## src/rtl/xu_alu_cmp_pipe.sv

```systemverilog
// Two-stage valid/ready compare/trap unit: stage 1 latches borrow, signs, equality
// and lane mask of the effective operands; stage 2 forms the CR field and trap.
module xu_alu_cmp_pipe #(
    parameter int WIDTH  = 64,
    parameter int LANE_W = 8,
    parameter int TAG_W  = 6
) (
    input  logic                      nclk,
    input  logic                      nreset,
    input  logic                      in_valid,
    output logic                      in_ready,
    input  logic [1:0]                in_op,
    input  logic                      in_msb64,
    input  logic [4:0]                in_to,
    input  logic [WIDTH-1:0]          in_rs1,
    input  logic [WIDTH-1:0]          in_rs2,
    input  logic [TAG_W-1:0]          in_tag,
    input  logic                      flush,
    output logic                      out_valid,
    input  logic                      out_ready,
    output logic [2:0]                out_cr,
    output logic                      out_trap,
    output logic [WIDTH/LANE_W-1:0]   out_eqb_mask,
    output logic [TAG_W-1:0]          out_tag
);

    localparam int LANES = WIDTH / LANE_W;

    logic                 mode32;
    logic [WIDTH-1:0]     a_eff;
    logic [WIDTH-1:0]     b_eff;
    logic [WIDTH:0]       diff_u;
    logic [LANES-1:0]     lane_eq;
    logic                 s2_advance;

    logic                 s1_valid;
    logic                 s1_borrow;
    logic                 s1_rs1_sign;
    logic                 s1_rs2_sign;
    logic                 s1_eq;
    logic [LANES-1:0]     s1_mask;
    logic [1:0]           s1_op;
    logic [4:0]           s1_to;
    logic [TAG_W-1:0]     s1_tag;

    logic                 lt_s;
    logic                 gt_s;
    logic                 lt_u;
    logic                 gt_u;
    logic [2:0]           cr_next;
    logic                 trap_next;

    assign mode32     = (WIDTH > 32) && !in_msb64;
    assign s2_advance = !out_valid || out_ready;
    assign in_ready   = !s1_valid || s2_advance || flush;

    // 32-bit mode compares only the low word, zero-filled above bit 31
    always_comb begin
        a_eff = in_rs1;
        b_eff = in_rs2;
        if (mode32) begin
            a_eff        = '0;
            b_eff        = '0;
            a_eff[31:0]  = in_rs1[31:0];
            b_eff[31:0]  = in_rs2[31:0];
        end
    end

    assign diff_u = {1'b0, a_eff} - {1'b0, b_eff};

    for (genvar i = 0; i < LANES; i++) begin : g_lane
        localparam bit UPPER = (i * LANE_W) >= 32;
        assign lane_eq[i] = (a_eff[i*LANE_W +: LANE_W] == b_eff[i*LANE_W +: LANE_W])
                            && !(UPPER && mode32);
    end

    always_ff @(posedge nclk or negedge nreset) begin
        if (!nreset) begin
            s1_valid    <= 1'b0;
            s1_borrow   <= 1'b0;
            s1_rs1_sign <= 1'b0;
            s1_rs2_sign <= 1'b0;
            s1_eq       <= 1'b0;
            s1_mask     <= '0;
            s1_op       <= '0;
            s1_to       <= '0;
            s1_tag      <= '0;
        end else begin
            if (flush)
                s1_valid <= 1'b0;
            else if (in_ready)
                s1_valid <= in_valid;
            if (in_valid && in_ready && !flush) begin
                s1_borrow   <= diff_u[WIDTH];
                s1_rs1_sign <= mode32 ? in_rs1[31] : in_rs1[WIDTH-1];
                s1_rs2_sign <= mode32 ? in_rs2[31] : in_rs2[WIDTH-1];
                s1_eq       <= (a_eff == b_eff);
                s1_mask     <= lane_eq;
                s1_op       <= in_op;
                s1_to       <= in_to;
                s1_tag      <= in_tag;
            end
        end
    end

    // Differing signs decide signed order directly, so extreme operands never overflow
    always_comb begin
        lt_s      = (s1_rs1_sign != s1_rs2_sign) ? s1_rs1_sign : s1_borrow;
        lt_u      = s1_borrow;
        gt_s      = !lt_s && !s1_eq;
        gt_u      = !lt_u && !s1_eq;
        cr_next   = {lt_s, gt_s, s1_eq};
        trap_next = 1'b0;
        case (s1_op)
            2'b01:   cr_next = {lt_u, gt_u, s1_eq};
            2'b10:   trap_next = |(s1_to & {lt_s, gt_s, s1_eq, lt_u, gt_u});
            2'b11:   cr_next = {1'b0, |s1_mask, 1'b0};
            default: cr_next = {lt_s, gt_s, s1_eq};
        endcase
    end

    always_ff @(posedge nclk or negedge nreset) begin
        if (!nreset) begin
            out_valid    <= 1'b0;
            out_cr       <= '0;
            out_trap     <= 1'b0;
            out_eqb_mask <= '0;
            out_tag      <= '0;
        end else begin
            if (flush)
                out_valid <= 1'b0;
            else if (s2_advance)
                out_valid <= s1_valid;
            if (s2_advance && s1_valid && !flush) begin
                out_cr       <= cr_next;
                out_trap     <= trap_next;
                out_eqb_mask <= s1_mask;
                out_tag      <= s1_tag;
            end
        end
    end

endmodule
```

## config.mk

```make
export PLATFORM = sky130hd
export DESIGN_NAME = xu_alu_cmp_pipe
export DESIGN_NICKNAME = d
export VERILOG_FILES = /design/src/rtl/xu_alu_cmp_pipe.sv
export SDC_FILE = /design/constraint.sdc
export NUM_CORES = 1
export LEC_CHECK = 0
export BUFFER_PORTS_ARGS = -buffer_cell sky130_fd_sc_hd__buf_2
export CORE_AREA = 3 3 90 92
export DETAILED_ROUTE_END_ITERATION = 6
export DIE_AREA = 0 0 93 95
export PLACE_DENSITY = 0.86
export RECOVER_POWER = 50
export SETUP_SLACK_MARGIN = 0.02
export SLEW_MARGIN = 10
export SYNTH_ARGS = -nofsm -noshare
export SYNTH_HDL_FRONTEND = slang
export SYNTH_SLANG_ARGS = --single-unit
```

## constraint.sdc

```tcl
create_clock -name nclk -period 2.55 [get_ports nclk]
set_clock_uncertainty 0.2 [all_clocks]
set_input_delay 0.1275 -clock nclk [delete_from_list [all_inputs] [get_ports nclk]]
set_output_delay 0.1275 -clock nclk [all_outputs]
set_load 0.01 [all_outputs]
```

==> flow_summary.yaml <==
route:
  vias_per_cell: 5.138
  route.detailed.drc: 0
  routedWlPerCell_um: 13.94
  dr.pass1.iters: 4
  ant_nets: 0
  first_iter_violations: 113
  vias: 3576
  wl_um: 9699
placement:
  gp_congestion: 0.8589
  io_buffer_count: 166
  dpl.hpwl_um: 8001
sta:
  slew_headroom_pct: 29.76
  fin_crit_ns: 2.161
  tightest_slew_ns: 1.054
  final-hold-violation-count: 0
  fin_tns_setup_ns: 0
  fin_crit_sh_pct: 84.73
  fmax_mhz: 462.8
  maxSlewViolCount: 0
  finalSetupViolations: 0
  rsz0062_at_grt: "false"
run_status:
  status: "completed"
final_layout:
  num_antenna_cells: 0
  nFillCells: 638
  regArea_sq_um: 1126
  syn_to_final_growth_pct: 33.90
  multiInputGateArea_sq_um: 2313
  drive_above_1_share_pct: 31.99
  fin_nets: 808
  fin_util_pct: 66.63
die:
  fp.dieW_um: 93
  core-area_sq_um: 7292
  dieArea_sq_um: 8835
  rows: 31
  die_height_um: 95
  initial_utilization_pct: 49.76
  ios: 167
synth:
  ys_types: 40
  synth-main-ff-cell: "dfrtp_1"
  syn-num-nets: 623
  postSynthAreaPerCell_sq_um: 8.807
  synth-edff-count: 0
  synth.top_cell.area_share_pct: 31.03
  synth_top_area_cell: "dfrtp_1"
  synthCells: 412
  yosys_warnings: 0
  yosysSeqAreaShare_pct: 31.03
  netlist_area_sq_um: 3628
  synthArstFlopShare_pct: 100.0
  netlist_top_cells_area: "dfrtp_1, ha_1, mux2_2"
  ys_seq_elements: 45
clock_network:
  cts_tree: "done"
  htreeDepth: 2
  cts_resized: 0
  post-cts-setup-buffers: 0
  cts_made_buffers: 5
  cts_buffer_depth: 2
  clock-root-buffer: "clkbuf_8"
  clk_latency_ns: 0.30
  cts_hold_buf: 20
  cts_sinks: 45
  clkTransAtPathRegs_ns: 0.08
worst_hold_path:
  hp-class: "in -> reg"
power:
  pwr-share-comb_pct: 32.6
  ir_worst_vdd_uv: 201.1
  power_frac_seq_pct: 44.4
  total_leakage_power_nw: 2.574
  power_switching_share_pct: 30.70
  net-switching-power_mw: 0.5937
  p_clk_share_pct: 23.0
  internal_power_mw: 1.340
  p_per_area_nw_per_um2: 398.1
worst_setup_path:
  cp_max_fo: 2
  cp_data_arrival_time_ns: 2.15
  critical_path_class: "in -> reg"
  critPathLaunchType: "input port"
  endpoint_kind: "register"
  crit_required_ns: 2.54
global_routing:
  grt_max_degree: 52
  grt_pass1_wl_um: 15530
  antenna_found_initial: 0
  grt_overflow: 0
  grt_use_total_pct: 21.81
  grt_pass1_vias: 3622
job:
  drv_cap: 0
==> stage by stage <==
stage                     instance area (sq um)  power, mW  hold slack (ns)  setup slack [ns]  instances
final                                      4858      1.934          0.07713            0.3893        696
after global routing                       4858      2.061          0.08958            0.3592        696
after CTS                                  4882      1.956          0.06325            0.4366        696
after detailed placement                   4592      1.489           0.1274            0.1978        669
after global placement                     4592      1.454           0.1143            0.3320        669
after floorplan                            3628      1.214          -0.3681            0.2292        412
==> layout by cell type, fill, tap and decap left out, types with 19 or more instances in the layout <==
master	netlist	final
dfrtp_1	45	45
a21oi_1	27	27
clkbuf_1	8	19
inv_1	36	36
mux2_2	30	30
and2_1	32	32
nand2_1	69	69
dlygate4sd3_1	0	20
ha_1	64	64
o21ai_0	19	19
buf_2	4	146
==> cells in the mapped netlist (2+ instances only) <==
master	n
a211oi_1	2
and3_1	2
nand2_1	69
nor2_1	13
and2_1	32
a221oi_1	2
nand3_1	8
a21boi_0	4
clkbuf_1	8
nor4_1	2
nor3_1	6
a21oi_1	27
nor2b_1	3
ha_1	64
nand4_1	13
o211ai_1	2
dfrtp_1	45
nand3b_1	2
buf_2	4
a21o_1	2
o21ai_0	19
mux2_2	30
inv_1	36
==> state kept, by name (all words and copies together) (netlist names), 2 cells and up <==
name,cells
s1_tag,6
out_cr,3
out_tag,6
s1_to,5
s1_op,2
out_eqb_mask,8
s1_mask,8
==> path summary, 6_finish.rpt <==
check | startpoint | end | slack [ns] | depth (start not counted)
setup / recovery | in_rs1[31] | lt_u | 0.39 | 8
hold / removal | in_rs2[63] | s1_rs2_sign | 0.08 | 4
setup reg to reg | out_valid | out_eqb_mask[2] | 0.63 | 3
hold reg to reg | out_cr[0] | out_cr[0] | 0.28 | 2
max in group asynchronous | nreset | s1_tag[1] | 1.13 | 2
min in group asynchronous | nreset | out_tag[4] | 0.37 | 2
==> metal layers <==
metal	up-vias	track usage, %	wire length [um]	part of all wire, %
li1	1809	-	-	-
met1	1631	24.43	4002	41
met2	121	42.35	5032	52
met3	15	3.506	540	5.6
met4	0	6.105	123	1.3
met5	-	0	0	0
==> power groups by stage <==
stage	combinational (mW)	sequential (mW)	clock (mW)
detailed placement	0.620	0.870	0
global placement	0.591	0.863	0
floorplan	0.334	0.880	0
CTS	0.646	0.855	0.454
global route	0.711	0.871	0.479
finish	0.631	0.858	0.445
==> worst max-delay path: stages <==
cell and delay [ns]:
dlygate4sd3_1 0.53, buf_2 0.14, ha_1 0.29, nand4_1 0.13, nor3_1 0.40, and3_1 0.24
o21ai_1 0.07, a32o_1 0.22
==> final cells by class <==
class                   count  share of cell area [%]
multi-input cells         318                   47.62
flip-flops and latches     45                   23.18
repair buffers            191                   22.02
inverters                  36                   2.781
well taps                  99                   2.550
clock buffers               6                   1.700
clock inverters             1                  0.1545
==> logic make-up after synthesis <==
kind of cell | count (synthesis) | share of synthesized area [%]
flip-flops | 45 | 31.03
AND/OR/NAND/NOR | 154 | 20.62
AO/OA/AOI/OAI | 70 | 11.76
multiplexers | 30 | 9.310
adder cells (fa/ha/maj) | 64 | 22.07
buffers and inverters | 49 | 5.207
No activity file was read; power rests on OpenSTA's default activity.
